==> config.mk <==
export PLATFORM = sky130hd
export DESIGN_NAME = uart_bus_bridge
export DESIGN_NICKNAME = d
export VERILOG_FILES = /design/src/rtl/uart_bus_bridge.sv
export SDC_FILE = /design/constraint.sdc
export NUM_CORES = 1
export LEC_CHECK = 0
export CORE_MARGIN = 5
export CORE_UTILIZATION = 55
export CTS_BUF_LIST = sky130_fd_sc_hd__clkbuf_16
export DETAILED_ROUTE_END_ITERATION = 16
export PLACE_DENSITY = 0.78
export SYNTH_ARGS = -nofsm -noshare
export SYNTH_HDL_FRONTEND = slang
export SYNTH_SLANG_ARGS = --single-unit
==> constraint.sdc <==
create_clock -name clk_100mhz -period 6.2 [get_ports clk_100mhz]
set_input_delay 0.62 -clock clk_100mhz [delete_from_list [all_inputs] [get_ports clk_100mhz]]
set_output_delay 0.62 -clock clk_100mhz [all_outputs]
set_load 0.01 [all_outputs]
==> src/rtl/uart_bus_bridge.sv <==
// UART 8N1 debug bridge: decodes 'W'/'R' command frames into single 32-bit bus
// transactions and returns ACK/NAK (plus read data) over the same link.
module uart_bus_bridge #(
    parameter int CLKS_PER_BIT = 868,
    parameter int RD_TIMEOUT   = 1024
) (
    input  logic        clk_100mhz,
    input  logic        rstn_i,
    input  logic        i_uart_rx,
    output logic        o_uart_tx,
    output logic        o_bus_stb,
    output logic        o_bus_we,
    output logic [31:0] o_bus_addr,
    output logic [31:0] o_bus_data,
    input  logic [31:0] i_bus_data,
    input  logic        i_bus_data_ready,
    output logic        o_busy
);
    localparam int CNT_W = $clog2(CLKS_PER_BIT);
    localparam int TO_W  = $clog2(RD_TIMEOUT + 1);
    localparam logic [CNT_W-1:0] BIT_LAST  = CNT_W'(CLKS_PER_BIT - 1);
    localparam logic [CNT_W-1:0] HALF_LAST = CNT_W'(CLKS_PER_BIT / 2 - 1);
    localparam logic [TO_W-1:0]  TO_LAST   = TO_W'(RD_TIMEOUT - 1);
    localparam logic [7:0] CMD_WR = 8'h57;
    localparam logic [7:0] CMD_RD = 8'h52;
    localparam logic [7:0] ACK    = 8'h06;
    localparam logic [7:0] NAK    = 8'h15;

    typedef enum logic [2:0] {
        S_IDLE       = 3'd0,
        S_GET_ADDR   = 3'd1,
        S_GET_DATA   = 3'd2,
        S_BUS_WR     = 3'd3,
        S_BUS_RD     = 3'd4,
        S_SEND_REPLY = 3'd5
    } state_t;

    logic             rx_meta_r, rx_sync_r, rx_prev_r;
    logic             rx_active_r, rx_valid_r, rx_ferr_r;
    logic [CNT_W-1:0] rx_cnt_r;
    logic [3:0]       rx_bit_r;
    logic [7:0]       rx_shift_r;

    state_t           state_r, next_state_s;
    logic             is_write_r;
    logic [1:0]       byte_cnt_r;
    logic [31:0]      addr_shift_r, data_shift_r;
    logic [31:0]      bus_addr_r, bus_data_r;
    logic             bus_stb_r, bus_we_r, busy_r;
    logic             bus_stb_s, bus_we_s, busy_s;
    logic [TO_W-1:0]  to_cnt_r;
    logic [39:0]      reply_r;
    logic [2:0]       reply_left_r;

    logic             tx_busy_r, tx_line_r, tx_load_s, tx_end_s, rd_timeout_s;
    logic [CNT_W-1:0] tx_cnt_r;
    logic [3:0]       tx_bit_r;
    logic [8:0]       tx_data_r;

    assign o_uart_tx  = tx_line_r;
    assign o_bus_stb  = bus_stb_r;
    assign o_bus_we   = bus_we_r;
    assign o_bus_addr = bus_addr_r;
    assign o_bus_data = bus_data_r;
    assign o_busy     = busy_r;

    assign tx_end_s     = tx_busy_r && (tx_cnt_r == {CNT_W{1'b0}}) && (tx_bit_r == 4'd9);
    assign rd_timeout_s = (to_cnt_r == TO_LAST);

    // Two-flop synchronizer plus previous sample for falling-edge detection
    always_ff @(posedge clk_100mhz or negedge rstn_i) begin
        if (!rstn_i) begin
            rx_meta_r <= 1'b1;
            rx_sync_r <= 1'b1;
            rx_prev_r <= 1'b1;
        end else begin
            rx_meta_r <= i_uart_rx;
            rx_sync_r <= rx_meta_r;
            rx_prev_r <= rx_sync_r;
        end
    end

    // RX bit engine: start re-check at half bit, then mid-bit sampling, LSB first
    always_ff @(posedge clk_100mhz or negedge rstn_i) begin
        if (!rstn_i) begin
            rx_active_r <= 1'b0;
            rx_valid_r  <= 1'b0;
            rx_ferr_r   <= 1'b0;
            rx_cnt_r    <= {CNT_W{1'b0}};
            rx_bit_r    <= 4'd0;
            rx_shift_r  <= 8'h00;
        end else begin
            rx_valid_r <= 1'b0;
            rx_ferr_r  <= 1'b0;
            if (!rx_active_r) begin
                if (rx_prev_r && !rx_sync_r) begin
                    rx_active_r <= 1'b1;
                    rx_cnt_r    <= HALF_LAST;
                    rx_bit_r    <= 4'd0;
                end
            end else if (rx_cnt_r != {CNT_W{1'b0}}) begin
                rx_cnt_r <= rx_cnt_r - {{(CNT_W-1){1'b0}}, 1'b1};
            end else begin
                rx_cnt_r <= BIT_LAST;
                case (rx_bit_r)
                    4'd0: begin
                        if (rx_sync_r) rx_active_r <= 1'b0;
                        else           rx_bit_r    <= 4'd1;
                    end
                    4'd9: begin
                        rx_active_r <= 1'b0;
                        rx_valid_r  <= rx_sync_r;
                        rx_ferr_r   <= !rx_sync_r;
                    end
                    default: begin
                        rx_shift_r <= {rx_sync_r, rx_shift_r[7:1]};
                        rx_bit_r   <= rx_bit_r + 4'd1;
                    end
                endcase
            end
        end
    end

    // Control state register
    always_ff @(posedge clk_100mhz or negedge rstn_i) begin
        if (!rstn_i) state_r <= S_IDLE;
        else         state_r <= next_state_s;
    end

    // Control next-state logic
    always_comb begin
        next_state_s = state_r;
        case (state_r)
            S_IDLE: begin
                if (!rx_valid_r)                                          next_state_s = S_IDLE;
                else if ((rx_shift_r == CMD_WR) || (rx_shift_r == CMD_RD)) next_state_s = S_GET_ADDR;
                else                                                      next_state_s = S_SEND_REPLY;
            end
            S_GET_ADDR: begin
                if (rx_ferr_r)                                 next_state_s = S_IDLE;
                else if (rx_valid_r && (byte_cnt_r == 2'd3))   next_state_s = is_write_r ? S_GET_DATA : S_BUS_RD;
                else                                           next_state_s = S_GET_ADDR;
            end
            S_GET_DATA: begin
                if (rx_ferr_r)                                 next_state_s = S_IDLE;
                else if (rx_valid_r && (byte_cnt_r == 2'd3))   next_state_s = S_BUS_WR;
                else                                           next_state_s = S_GET_DATA;
            end
            S_BUS_WR: next_state_s = S_SEND_REPLY;
            S_BUS_RD: begin
                if (i_bus_data_ready || rd_timeout_s) next_state_s = S_SEND_REPLY;
                else                                  next_state_s = S_BUS_RD;
            end
            S_SEND_REPLY: begin
                if (tx_end_s && (reply_left_r == 3'd0)) next_state_s = S_IDLE;
                else                                    next_state_s = S_SEND_REPLY;
            end
            default: next_state_s = S_IDLE;
        endcase
    end

    // Control outputs, decoded from the upcoming state so the registers line up with it
    always_comb begin
        bus_stb_s = (next_state_s == S_BUS_WR) || (next_state_s == S_BUS_RD);
        bus_we_s  = (next_state_s == S_BUS_WR);
        busy_s    = (next_state_s != S_IDLE);
        tx_load_s = (state_r == S_SEND_REPLY) && (reply_left_r != 3'd0) && (!tx_busy_r || tx_end_s);
    end

    // Frame assembly, bus registers, read timeout and reply buffer
    always_ff @(posedge clk_100mhz or negedge rstn_i) begin
        if (!rstn_i) begin
            is_write_r   <= 1'b0;
            byte_cnt_r   <= 2'd0;
            addr_shift_r <= 32'h0;
            data_shift_r <= 32'h0;
            bus_addr_r   <= 32'h0;
            bus_data_r   <= 32'h0;
            bus_stb_r    <= 1'b0;
            bus_we_r     <= 1'b0;
            busy_r       <= 1'b0;
            to_cnt_r     <= {TO_W{1'b0}};
            reply_r      <= 40'h0;
            reply_left_r <= 3'd0;
        end else begin
            bus_stb_r <= bus_stb_s;
            bus_we_r  <= bus_we_s;
            busy_r    <= busy_s;
            to_cnt_r  <= (state_r == S_BUS_RD) ? to_cnt_r + TO_W'(1) : {TO_W{1'b0}};
            if ((state_r == S_GET_ADDR) && (next_state_s == S_BUS_RD)) begin
                bus_addr_r <= {addr_shift_r[23:0], rx_shift_r};
            end else if ((state_r == S_GET_DATA) && (next_state_s == S_BUS_WR)) begin
                bus_addr_r <= addr_shift_r;
                bus_data_r <= {data_shift_r[23:0], rx_shift_r};
            end
            case (state_r)
                S_IDLE: begin
                    byte_cnt_r <= 2'd0;
                    if (rx_valid_r) begin
                        is_write_r   <= (rx_shift_r == CMD_WR);
                        reply_r      <= {NAK, 32'h0};
                        reply_left_r <= 3'd1;
                    end
                end
                S_GET_ADDR: begin
                    if (rx_valid_r) begin
                        addr_shift_r <= {addr_shift_r[23:0], rx_shift_r};
                        byte_cnt_r   <= byte_cnt_r + 2'd1;
                    end
                end
                S_GET_DATA: begin
                    if (rx_valid_r) begin
                        data_shift_r <= {data_shift_r[23:0], rx_shift_r};
                        byte_cnt_r   <= byte_cnt_r + 2'd1;
                    end
                end
                S_BUS_WR: begin
                    reply_r      <= {ACK, 32'h0};
                    reply_left_r <= 3'd1;
                end
                S_BUS_RD: begin
                    if (i_bus_data_ready) begin
                        reply_r      <= {ACK, i_bus_data};
                        reply_left_r <= 3'd5;
                    end else if (rd_timeout_s) begin
                        reply_r      <= {NAK, 32'h0};
                        reply_left_r <= 3'd1;
                    end
                end
                S_SEND_REPLY: begin
                    if (tx_load_s) begin
                        reply_r      <= {reply_r[31:0], 8'h00};
                        reply_left_r <= reply_left_r - 3'd1;
                    end
                end
                default: begin
                    byte_cnt_r <= 2'd0;
                end
            endcase
        end
    end

    // TX engine: a new byte may load in the last stop-bit cycle, giving back-to-back frames
    always_ff @(posedge clk_100mhz or negedge rstn_i) begin
        if (!rstn_i) begin
            tx_busy_r <= 1'b0;
            tx_line_r <= 1'b1;
            tx_cnt_r  <= {CNT_W{1'b0}};
            tx_bit_r  <= 4'd0;
            tx_data_r <= 9'h1FF;
        end else if (tx_load_s) begin
            tx_busy_r <= 1'b1;
            tx_line_r <= 1'b0;
            tx_cnt_r  <= BIT_LAST;
            tx_bit_r  <= 4'd0;
            tx_data_r <= {1'b1, reply_r[39:32]};
        end else if (tx_busy_r) begin
            if (tx_cnt_r != {CNT_W{1'b0}}) begin
                tx_cnt_r <= tx_cnt_r - {{(CNT_W-1){1'b0}}, 1'b1};
            end else if (tx_bit_r == 4'd9) begin
                tx_busy_r <= 1'b0;
            end else begin
                tx_line_r <= tx_data_r[0];
                tx_data_r <= {1'b1, tx_data_r[8:1]};
                tx_bit_r  <= tx_bit_r + 4'd1;
                tx_cnt_r  <= BIT_LAST;
            end
        end
    end
endmodule

==> results.md, run 1 <==
* Status: finished clean
* Tightest Hold Check Type: primary input to asynchronous set/reset pin
* Number of port buffers at ~100
* Reg2Reg Launch Point: tx_cnt_r[0]$_DFFE_PN0P_
* DRC viols at 0
* Core ar. at 0.0180 mm2
* Initial Utilization at 0.560
* CTS root buf: clkbuf_16
* Row Count at 49
* Final WL at 20800 um
* Top cells by count, synth: 223 x dfrtp_1, 112 x nand2_1, 96 x mux2_2, 75 x o21ai_0, 60 x a22oi_1
* Multi-input gate area at between 0.003 and 0.004 mm2
* Async S/R FF share, synth at 1.00
* Worst Clk Skew at 11.6 ps
* Post-route cell area at roughly 0.012 mm2
* R2r endpoint: tx_data_r[3]$_DFFE_PN1P_
* GP Congestion at 0.796
* Worst Tran Pin Value at 1050 ps
* Most common flop cell mapped by yosys: dfrtp_1
* Synth top area cells: dfrtp_1 55%, mux2_2 11%, a22oi_1 4.5%
* CP Launch Type: flip-flop
* Syn avg cell area at 11.6 um2
* CTS sink count at about 240
* Via density per instance at 5.73
* Clk_lat worst skew at 510 ps
* PD cells at 274 mW/mm2
* Total CTS buffers at 25
* Count leader, synth: dfrtp_1
* Post-synth EDFFs at 0
* Syn nets at 915
* RSZ-0062 raised after global routing: false
* Setup Fix Bufs, Post-CTS at 0
* Top-area cell type share of the netlist area at 0.553
* Die X at approximately 150 um
* CP max stage delay at 900 ps
* Worst setup EP type: flip-flop
* Largest net degree at the start of global routing at approximately 130
* Fraction of layout cells with a size suffix above 1 at 0.178
* CP top delay family: simple AND/OR/NAND/NOR gates
* Placed Area at 0.0113 mm2
* Filler cells at between 1000 and 1500
* N_diodes at 0
* Max Slew Vio Count at 0
* Power Total at 3.34 mW
* Die extent in y at 145 um
* Final Hold Fails at 0
* Worst vdd ir at 0.268 mV
* First-pass GRT wire length at 35400 um
* Largest area contributor in the netlist: dfrtp_1
* Mapped Cells at 867
* Yosys cell types at 66
* Relative slew slack at 0.296
* Crit-path max FO at 23
* DIE AREA at between 0.02 and 0.025 mm2
* Clk buf depth at 3
* Number of max-cap violations at 0
* Crit path DAT at 3310 ps
* FF+latch count, synth at 235
* CP required at 6600 ps
* Via count at 6889
* Pre-antenna DRT Iters at 5
* Iteration-0 DRC count of the detailed router at roughly 420
* Antenna-violating nets left at 0
* Hold Buf Count CTS at 0
* Post-layout net count at 1003
* Register area at 0.00590 mm2
* CP max stage cell: and2_0
* Worst path buffer plus inverter count at 1
* # resized after CTS at 0
* # H-tree levels at 1
* Levels on crit path at 6
* CTS tree: built
* Initial antenna violation count at 0
* Crit path cell chain: inv_1 > ha_1 > or4b_4 > o41ai_4 > and2_0 > o21ai_0
* Overflow after GRT at 0
* Critical path class: flip-flop to flip-flop
* R2R cell count at 6
* R2R setup slack at 3290 ps
* # setup viols final at 0
* Setup TNS at 0 ps
* DPL Wire Length at around 13000 um
* Sequential fraction of the synthesis area at 0.584
* Vias in the first global route at 6865
* Leakage at 5.62 nW
* Period utilization at 0.470
* Min Tclk post-route at between 2000 and 3000 ps
* DR WL/cell at 17.3 um
* Synth warn at 0
* Area growth, synth to finish at 20.7%
* Num ports at ~100
* Fmax at 343 MHz
* Overall Global Routing Usage at 0.194
* Cell area after synthesis at 0.0101 mm2
* Clock-pin slew on the worst setup and hold paths at about 60 ps
==> logic make-up (layout without fill, tap and decap cells) <==
| group | count (synthesis) | in the layout | share of synthesized area |
|---|---|---|---|
| simple gates | 221 | 221 | 0.104 |
| compound gates | 204 | 204 | 0.134 |
| xor+xnor | 18 | 18 | 0.0156 |
| mux | 108 | 108 | 0.119 |
| fa+ha+maj | 12 | 12 | 0.0149 |
| buf+inv | 69 | 175 | 0.0277 |
| flops | 235 | 235 | 0.584 |
==> sequential cells by signal, indices dropped and copies added (netlist names), 2 cells and up <==
| signal | flops |
|---|---|
| reply_r | 40 |
| tx_cnt_r | 10 |
| rx_bit_r | 4 |
| addr_shift_r | 32 |
| to_cnt_r | 11 |
| rx_shift_r | 8 |
| tx_data_r | 8 |
| reply_left_r | 3 |
| data_shift_r | 24 |
| tx_bit_r | 4 |
| state_r | 3 |
| byte_cnt_r | 2 |
| o_bus_addr | 32 |
| o_bus_data | 32 |
| rx_cnt_r | 10 |
==> report_power, final <==
part	internal (mW)	switching, mW
Clock	0.945	0.600
Combinational	0.0835	0.0955
Sequential	1.57	0.0415
==> worst max-delay path by stage <==
stage | slack (ps) | endpoint | startpoint
6_report | 3290 | tx_data_r[3]$_DFFE_PN1P_ | tx_cnt_r[0]$_DFFE_PN0P_
5_1_grt | 3010 | tx_data_r[1]$_DFFE_PN1P_ | tx_cnt_r[0]$_DFFE_PN0P_
4_1_cts | 3270 | tx_data_r[3]$_DFFE_PN1P_ | tx_cnt_r[0]$_DFFE_PN0P_
3_5_place_dp | 3260 | tx_data_r[5]$_DFFE_PN1P_ | tx_cnt_r[0]$_DFFE_PN0P_
3_3_place_gp | 3370 | tx_data_r[3]$_DFFE_PN1P_ | tx_cnt_r[0]$_DFFE_PN0P_
2_1_floorplan | 3730 | reply_r[5]$_DFFE_PN0P_ | tx_cnt_r[0]$_DFFE_PN0P_
==> through the flow <==
stage / cells / worst slack (ps) / util / hold slack [ps]
floorplan: 867 / 3730 / - / 324
global placement: 1157 / 3370 / 0.628 / 346
detailed placement: 1157 / 3260 / 0.628 / 351
CTS: 1202 / 3270 / 0.675 / 263
global route: 1202 / 3010 / 0.675 / 307
finish: 1202 / 3290 / 0.675 / 217
==> area by class of cell <==
class / count / share of cell area
multi-input cells: 563 / 0.324
clock buffers: 25 / 0.0514
flip-flops and latches: 235 / 0.484
clock inverters: 20 / 0.0193
repair buffers: 111 / 0.0911
inverters: 19 / 0.00586
well taps: 229 / 0.0235
==> layer usage <==
metal,routed length [um],track usage,vias up
li1,-,-,3284
met1,9350,0.283,3428
met2,10200,0.310,138
met3,786,0.0290,39
met4,450,0.0480,0
met5,0,0,-
==> layout by cell type (no fill, tap or decap), drive strengths merged, types with 5 or more instances in the layout <==
cell type,instances
inv,19
nand3,8
xor2,5
dfrtp,223
clkbuf,25
a21oi,15
nor4,6
nor2,38
buf,9
nand2,112
clkinv,12
dfstp,12
bufinv,5
or3,5
o21ai,78
and2,6
mux2,96
nand2b,5
a22o,14
mux2i,12
a22oi,60
clkdlybuf4s50,102
nor3,7
xnor2,13
ha,12
Power figures use the tool's default switching activity.
==> run 2: changes to the inputs <==
==> constraint.sdc (replaced) <==
create_clock -name clk_100mhz -period 2.78 [get_ports clk_100mhz]
set_input_delay 0.278 -clock clk_100mhz [delete_from_list [all_inputs] [get_ports clk_100mhz]]
set_output_delay 0.278 -clock clk_100mhz [all_outputs]
set_load 0.01 [all_outputs]
==> run 2 against run 1 <==
Against the previous run:
- critical path depth increased by 1
- largest cell class unchanged
- clock skew fell by 4.3 ps
- critical endpoint is now o_busy$_DFF_PN0_
- final area is 0.32% higher
- non-clock buffer count rose by 14
==> results.md, run 2 (same netlist as run 1, synthesis figures left out) <==
* Worst hold endpoint: rx_meta_r$_DFF_PN1_
* Largest net degree at the start of global routing at 88 (-34%)
* Iteration-0 DRC count of the detailed router at 411 (-3.1%)
* Top reg by flops: reply_r
* CTS tree: built
* Relative slew slack at 0.544 (+0.247)
* Period utilization at 0.911 (+0.441)
* Filler cells at 1334 (-2.0%)
* # resized after CTS at 0 (unchanged)
* Die extent in y at 145 um (unchanged)
* Core ar. at 0.0180 mm2 (unchanged)
* Via density per instance at 5.71 (-0.38%)
* # setup viols final at 0 (unchanged)
* PD cells at 578 mW/mm2 (+110%)
* Initial Utilization at 0.560 (unchanged)
* Clk_lat worst skew at 510 ps (about the same)
* Hold Buf Count CTS at 1 (+1)
* Setup TNS at 0 ps (unchanged)
* Overall Global Routing Usage at 0.189 (-0.00513)
* First-pass GRT wire length at 34800 um (-1.7%)
* Worst setup EP type: flip-flop
* Pre-antenna DRT Iters at 5 (unchanged)
* Area growth, synth to finish at 21.0%
* Number of max-cap violations at 0 (unchanged)
* CP required at 3170 ps (-3430 ps)
* Initial antenna violation count at 0 (unchanged)
* Tightest Hold Check Type: primary input to flip-flop
* Fmax at 395 MHz (+15%)
* Status: finished clean
* # H-tree levels at 1 (unchanged)
* CTS root buf: clkbuf_16
* Worst Tran Pin Value at 675 ps (-380 ps)
* R2R cell count at 7 (+1)
* Most common cell after layout, fill and taps aside: dfrtp_1
* R2r endpoint: o_busy$_DFF_PN0_
* Number of flip-flops in the largest register at 40 (unchanged)
* Reg2Reg Launch Point: tx_cnt_r[0]$_DFFE_PN0P_
* Max Slew Vio Count at 0 (unchanged)
* Final WL at 20200 um (-2.9%)
* R2R setup slack at 250 ps (-3040 ps)
* Overflow after GRT at 0 (unchanged)
* Worst vdd ir at 0.471 mV (+76%)
* Setup Fix Bufs, Post-CTS at 0 (unchanged)
* N_diodes at 0 (unchanged)
* Crit-path max FO at 4 (-83%)
* GP Congestion at 0.830 (+4.2%)
* DIE AREA at 0.0211 mm2 (unchanged)
* Min Tclk post-route at 2530 ps (-383 ps)
* CTS sink count at 235 (unchanged)
* Via count at 6937 (+0.70%)
* Clock-pin slew on the worst setup and hold paths at 60 ps (about the same)
* DR WL/cell at 16.6 um (-4.0%)
* CP Launch Type: flip-flop
* Worst Hold Depth at 1
* Most frequent cells in the layout: 223 x dfrtp_1, 112 x nand2_1, 102 x clkdlybuf4s50_1
* Final Core Density at 0.677 (+0.00215)
* Clk buf depth at 3 (unchanged)
* Final Hold Fails at 0 (unchanged)
* Fraction of layout cells with a size suffix above 1 at 0.184 (+0.00577)
* Hold Slack at 178 ps (-39.4 ps)
* Num ports at 104 (unchanged)
* Post-layout net count at 1016 (+1.3%)
* Critical path class: flip-flop to flip-flop
* Die X at 145 um (unchanged)
* DRC viols at 0 (unchanged)
* DPL Wire Length at 12800 um (-0.79%)
* Antenna-violating nets left at 0 (unchanged)
* Min-delay src: i_uart_rx
* Leakage at 5.67 nW (+0.88%)
* Power Total at 7.06 mW (+110%)
* Crit path DAT at 2920 ps (-390 ps)
* Vias in the first global route at 6893 (+0.41%)
* Total CTS buffers at 24 (-4.0%)
* Row Count at 49 (unchanged)
* Number of port buffers at 103 (unchanged)
* RSZ-0062 raised after global routing: false
* Worst Clk Skew at 7.36 ps (-4.26 ps)
[run 2: cell count changes in the layout (fill, tap and decap cells not counted), sizes merged]
| cell | change |
|---|---|
| inv | +3 |
| dlygate4sd3 | +1 |
| bufinv | -3 |
| clkbuf | -1 |
| clkinv | +2 |
| clkinvlp | -2 |
| buf | +13 |
[run 2: routing by layer]
metal  global-route usage  vias up  wire (um)
met5                    0        -          0
li1                     -     3315          -
met4               0.0420        0        291
met3               0.0252       25        736
met2                0.304      127       9800
met1                0.278     3470       9330
[run 2: final cells by class]
class                           count  area, um2  share of cell area
Sequential cell                   235       5900               0.483
Multi-Input combinational cell    563       3950               0.323
Timing Repair Buffer              125       1250               0.103
Clock buffer                       24        601              0.0492
Tap cell                          229        287              0.0235
Clock inverter                     20        154              0.0126
Inverter                           19       71.3             0.00584
[run 2: report_power, final]
group	switching (mW)	total, mW	leakage [nW]	internal, mW
clock	1.29	3.05	0.386	1.76
combinational	0.214	0.403	2.09	0.190
sequential	0.0944	3.61	3.19	3.51
total	1.60	7.06	5.67	5.46
[run 2: metrics by stage]
stage	instance area (um2)	std cells	worst slack [ps]
3_5_place_dp	11400	1170	279
2_1_floorplan	10100	867	307
6_report	12200	1215	248
5_1_grt	12200	1215	62.2
4_1_cts	12200	1215	272
3_3_place_gp	11400	1170	341
[run 2: how the worst max path moves through the flow]
stage,startpoint,endpoint,slack (ps),cells past startpoint
2_1_floorplan,tx_cnt_r[0]$_DFFE_PN0P_,reply_r[5]$_DFFE_PN0P_,310,9
3_3_place_gp,tx_cnt_r[0]$_DFFE_PN0P_,reply_r[6]$_DFFE_PN0P_,340,7
3_5_place_dp,tx_cnt_r[0]$_DFFE_PN0P_,o_busy$_DFF_PN0_,280,7
4_1_cts,tx_cnt_r[0]$_DFFE_PN0P_,o_busy$_DFF_PN0_,270,7
5_1_grt,tx_cnt_r[0]$_DFFE_PN0P_,o_busy$_DFF_PN0_,60,7
6_report,tx_cnt_r[0]$_DFFE_PN0P_,o_busy$_DFF_PN0_,250,7
[run 2: worst max-delay path, cell delays in order, from the launching register on]
cell and delay, ps:
dfrtp_1 400, inv_1 100, ha_1 150, or4b_4 470
or3_1 410, o31ai_1 320, o211ai_1 190, or3b_1 380
==> run 3: changes to the inputs <==
--- a/config.mk
+++ b/config.mk
@@ -9,7 +9,7 @@
 export CORE_UTILIZATION = 55
 export CTS_BUF_LIST = sky130_fd_sc_hd__clkbuf_16
 export DETAILED_ROUTE_END_ITERATION = 16
-export PLACE_DENSITY = 0.78
+export PLACE_DENSITY_LB_ADDON = 0.15
 export SYNTH_ARGS = -nofsm -noshare
 export SYNTH_HDL_FRONTEND = slang
 export SYNTH_SLANG_ARGS = --single-unit
==> run 3 against run 2 <==
Against the previous run:
- final cell count up 0.58%
- via count up 0.61%
- die area unchanged
- sequential power barely moved
- highest routed layer unchanged
==> results.md, run 3 (same netlist as run 1, synthesis figures left out) <==
* Min Tclk post-route at 2480 ps (-52.5 ps)
* Filler cells at 1341 (+0.52%)
* Initial Utilization at 0.560 (unchanged)
* Tightest Hold Check Type: primary input to flip-flop
* Num ports at 104 (unchanged)
* Clock-pin slew on the worst setup and hold paths at 60 ps (about the same)
* Status: finished clean
* Setup TNS at 0 ps (unchanged)
* Register area at 0.00590 mm2 (unchanged)
* Relative slew slack at 0.568 (+0.0244)
* Initial antenna violation count at 0 (unchanged)
* Most common cell after layout, fill and taps aside: dfrtp_1
* Vias in the first global route at 7068 (+2.5%)
* Total CTS buffers at 25 (+4.2%)
* CTS root buf: clkbuf_16
* CP Launch Type: flip-flop
* Placed Area at 0.0115 mm2 (+0.39%)
* Die X at 145 um (unchanged)
* # H-tree levels at 1 (unchanged)
* Leakage at 5.73 nW (+1.1%)
* PD cells at 596 mW/mm2 (+3.0%)
* Pre-antenna DRT Iters at 6 (+1)
* Max Slew Vio Count at 0 (unchanged)
* CP max stage delay at 470 ps (about the same)
* Die extent in y at 145 um (unchanged)
* DPL Wire Length at 13300 um (+3.9%)
* Post-layout net count at 1023 (+0.69%)
* # setup viols final at 0 (unchanged)
* Largest net degree at the start of global routing at 81 (-8.0%)
* DR WL/cell at 17.0 um (+2.4%)
* Final WL at 20800 um (+3.0%)
* CTS tree: built
* Clk_lat worst skew at 520 ps (about the same)
* Post-route cell area at 0.0123 mm2 (+0.93%)
* Crit-path max FO at 4 (unchanged)
* CTS sink count at 235 (unchanged)
* Most frequent cells in the layout: 223 x dfrtp_1, 112 x nand2_1, 102 x clkdlybuf4s50_1
* Core ar. at 0.0180 mm2 (unchanged)
* # resized after CTS at 0 (unchanged)
* RSZ-0062 raised after global routing: false
* DRC viols at 0 (unchanged)
* N_diodes at 0 (unchanged)
* Top reg by flops: reply_r
* Area growth, synth to finish at 22.2%
* Clk buf depth at 3 (unchanged)
* CP max stage cell: or4b_4
* Number of max-cap violations at 0 (unchanged)
* Worst setup EP type: flip-flop
* GP Congestion at 0.793 (-4.4%)
* Fraction of layout cells with a size suffix above 1 at 0.186 (+0.00273)
* Worst Clk Skew at 9.05 ps (+1.70 ps)
* Row Count at 49 (unchanged)
* Overflow after GRT at 0 (unchanged)
* Hold Buf Count CTS at 1 (unchanged)
* Iteration-0 DRC count of the detailed router at 430 (+4.6%)
* First-pass GRT wire length at 35900 um (+3.0%)
* Worst Tran Pin Value at 646 ps (-28.4 ps)
* Via count at 6979 (+0.61%)
* CP required at 3170 ps (about the same)
* Via density per instance at 5.71 (about the same)
* Critical path class: flip-flop to flip-flop
* Crit path cell chain: inv_1 > ha_1 > or4b_4 > or3_1 > o31ai_1 > o211ai_1 > or3b_1
* DIE AREA at 0.0211 mm2 (unchanged)
* Crit path DAT at 2870 ps (-50 ps)
* Number of flip-flops in the largest register at 40 (unchanged)
* Final Hold Fails at 0 (unchanged)
* Antenna-violating nets left at 0 (unchanged)
* Fmax at 403 MHz (+2.1%)
* Worst vdd ir at 0.485 mV (+3.0%)
* Setup Fix Bufs, Post-CTS at 0 (unchanged)
* Number of port buffers at 103 (unchanged)
* Multi-input gate area at 0.00395 mm2 (unchanged)
* Overall Global Routing Usage at 0.196 (+0.00667)
* Period utilization at 0.892 (-0.0189)
==> run 3: path summary, 6_finish.rpt <==
kind                       cells after the start                  endpoint  slack [ps]                     from
max in group asynchronous                      3  tx_data_r[7]$_DFFE_PN1P_        1660                   rstn_i
min                                            1       rx_meta_r$_DFF_PN1_         170                i_uart_rx
min in group asynchronous                      2   tx_bit_r[0]$_DFFE_PN0P_         340                   rstn_i
max reg2reg                                    7          o_busy$_DFF_PN0_         300  tx_cnt_r[0]$_DFFE_PN0P_
min reg2reg                                    0       rx_sync_r$_DFF_PN1_         350      rx_meta_r$_DFF_PN1_
max                                            7          o_busy$_DFF_PN0_         300  tx_cnt_r[0]$_DFFE_PN0P_
==> run 3: metrics by stage <==
| stage | total power, mW | util | hold slack [ps] | instances | worst slack, ps |
|---|---|---|---|---|---|
| 2_1_floorplan | 3.88 | - | -17.6 | 867 | 307 |
| 6_report | 7.34 | 0.684 | 168 | 1222 | 300 |
| 5_1_grt | 7.65 | 0.684 | 139 | 1222 | 49.8 |
| 4_1_cts | 7.42 | 0.684 | 145 | 1222 | 277 |
| 3_3_place_gp | 4.07 | 0.638 | 320 | 1176 | 358 |
| 3_5_place_dp | 4.08 | 0.638 | 316 | 1176 | 322 |
==> run 3: area by class of cell <==
class	instances	area share
clock buffer	25	0.0508
multi-input combinational	563	0.320
timing repair buffer	131	0.105
sequential	235	0.478
tap	229	0.0232
clock inverter	20	0.0160
inverter	19	0.00579
==> run 3: routing by layer <==
| layer | part of all wire | GRT usage | wire length, um | vias to the layer above |
|---|---|---|---|---|
| met3 | 0.044 | 0.0299 | 908 | 28 |
| li1 | - | - | - | 3327 |
| met4 | 0.019 | 0.0434 | 386 | 0 |
| met1 | 0.46 | 0.286 | 9450 | 3500 |
| met2 | 0.48 | 0.314 | 10000 | 124 |
| met5 | 0 | 0 | 0 | - |
==> run 3: critical path, delay by kind of cell, from the launching register on <==
family                     cells  cell delay, ps
AOI/OAI and AO/OA              2             500
adders and majority gates      1             130
buffers and inverters          1              90
DFF                            1             400
and+or+nand+nor                3            1240
==> run 3: report_power, final <==
| part | internal (mW) | leakage [nW] | switching, mW |
|---|---|---|---|
| logic | 0.198 | 2.12 | 0.216 |
| clock network | 2.00 | 0.421 | 1.32 |
| registers | 3.51 | 3.19 | 0.0942 |
==> RTL edit (settings of run 1) <==
The 6 states of `state_t` get a one-hot encoding in 6 bits.
--- a/src/rtl/uart_bus_bridge.sv
+++ b/src/rtl/uart_bus_bridge.sv
@@ -26,13 +26,13 @@
     localparam logic [7:0] ACK    = 8'h06;
     localparam logic [7:0] NAK    = 8'h15;
 
-    typedef enum logic [2:0] {
-        S_IDLE       = 3'd0,
-        S_GET_ADDR   = 3'd1,
-        S_GET_DATA   = 3'd2,
-        S_BUS_WR     = 3'd3,
-        S_BUS_RD     = 3'd4,
-        S_SEND_REPLY = 3'd5
+    typedef enum logic [5:0] {
+        S_IDLE       = 6'b000001,
+        S_GET_ADDR   = 6'b000010,
+        S_GET_DATA   = 6'b000100,
+        S_BUS_WR     = 6'b001000,
+        S_BUS_RD     = 6'b010000,
+        S_SEND_REPLY = 6'b100000
     } state_t;
 
     logic             rx_meta_r, rx_sync_r, rx_prev_r;
Formal check against the unedited RTL: no difference found for any inputs over 10 cycles, from zero or initial values and one cycle with rstn_i low; not proved beyond that.
==> RTL edit against run 1 <==
Wire length down 2.5%; fmax down 1.5%; first-iteration DRC count up 8.0%; total power down 4.6%; clock skew up 0.0073 ns; utilization down 0.19 points; via count down 0.75%; synthesized area up 0.91%; sequential cell count up 3; final area about the same; sequential share of layout area up 0.60 points; largest power group unchanged; critical path type unchanged; setup slack worse by 0.045 ns; synthesized cell count down 2.3%.
==> RTL edit: results <==
group,metric,value,unit
clocking,clockBufferDepth,3,
final_layout,drive_gt1_share,17.1,%
synthesis,synth_area_leaders,"dfrtp_1, mux2_2, nand2_1, dfstp_2, a22o_1",
global_routing,grt_max_degree,123,
routing,wl_per_cell,17.0,um
timing,hold_ws,0.179,ns
routing,drtPass1Iterations,4,
synthesis,synth_common_cells,"dfrtp_1, nand2_1, mux2_2, nor2_1, a22o_1",
pwr,ir_drop,0.000211,V
final_layout,fin_nets,992,
placement,routabilityCongestion,0.834,
timing,setup_viol,0,
critical_path,worstPathMaxFanout,43,
global_routing,track_usage,19.4,%
critical_path,r2r_slack,3.24,ns
critical_path,slowest_stage,"or4b_1",
global_routing,antenna_found_initial,1,
critical_path,arrival,3.35,ns
clocking,numCtsBuffers,26,
synthesis,synth_fa_ha_area_share,1.48,%
critical_path,crit_path_max_incr_delay,0.52,ns
clocking,cts_root_buf,"clkbuf_16",
synthesis,ys_seq_area_share,58.7,%
global_routing,grt_pass1_wl,35300,um
synthesis,ys_types,62,
routing,drtIter0Drc,458,
min_path,hold_class,"in2async",
synthesis,synth-xor-area-share,1.20,%
synthesis,async_flop_share,100,%
synthesis,synth_compound_area_share,12.2,%
timing,clock-skew-final,0.0190,ns
routing,vias_per_cell,5.73,
status,status,"complete, no violations",
final_layout,largest_register,"reply_r",
synthesis,synth.mux.area_fraction,12.9,%
pwr,p_leak,5.90,nW
timing,max_slew_margin,22.4,%
placement,hpwlAfterDp,13000,um
critical_path,crit_family,"compound AO/OA/AOI/OAI gates",
timing,setup_tns,0,ns
global_routing,grt_pass1_vias,7088,
synthesis,synth_nets,895,
[RTL edit: changes by cell type in the layout (fill, tap and decap cells not counted), sizes merged, moves of 5 or more]
cell / run 1 / this run
o21ai: 78 / 26
a22oi: 60 / 34
a22o: 14 / 37
a21o: 1 / 20
inv: 19 / 28
mux2: 96 / 105
nand2: 112 / 106
nand3: 8 / 14
nor3: 7 / 12
nor4: 6 / 11
[RTL edit: worst paths after layout]
path | end | cells past startpoint | startpoint
max reg2reg | reply_r[33] | 7 | tx_cnt_r[0]
min reg2reg | rx_sync_r | 0 | rx_meta_r
min | reply_r[39] | 1 | rstn_i
max in group asynchronous | reply_r[10] | 2 | rstn_i
max | reply_r[33] | 7 | tx_cnt_r[0]
min in group clk_100mhz | rx_sync_r | 0 | rx_meta_r
[RTL edit: where the power goes]
part | leakage (nW) | internal [mW] | switching (mW)
registers | 3.24 | 1.59 | 0.0472
logic | 2.24 | 0.0728 | 0.0848
clock network | 0.411 | 0.800 | 0.589
[RTL edit: cell type report]
cell class                 instances  area (um2)
antenna                            1        2.50
timing repair buffer             111        1100
sequential                       238        5970
fill                            1305        5910
clock inverter                    21         126
tap                              229         287
inverter                          19        71.3
multi-input combinational        548        3970
clock buffer                      26         651
[RTL edit: routing by layer]
layer | up-vias | wire [um] | GRT usage [%]
met1 | 3455 | 9250 | 27.6
li1 | 3243 | - | -
met5 | - | 0 | 0
met2 | 115 | 9990 | 32.0
met4 | 0 | 335 | 4.84
met3 | 24 | 676 | 2.70
[RTL edit: kinds of logic after synthesis]
| family | Yosys count |
|---|---|
| flops | 238 |
| fa+ha+maj | 12 |
| compound gates | 170 |
| mux | 118 |
| simple gates | 234 |
| buf+inv | 61 |
| xor+xnor | 14 |
[RTL edit: through the flow]
| stage | utilization (%) | instance area, um2 | worst slack [ns] | std cells |
|---|---|---|---|---|
| 2_1_floorplan | - | 10200 | 3.73 | 847 |
| 3_3_place_gp | 63.0 | 11400 | 3.36 | 1145 |
| 3_5_place_dp | 63.0 | 11400 | 3.29 | 1145 |
| 4_1_cts | 67.3 | 12200 | 3.25 | 1192 |
| 5_1_grt | 67.3 | 12200 | 3.04 | 1193 |
| 6_report | 67.3 | 12200 | 3.24 | 1193 |
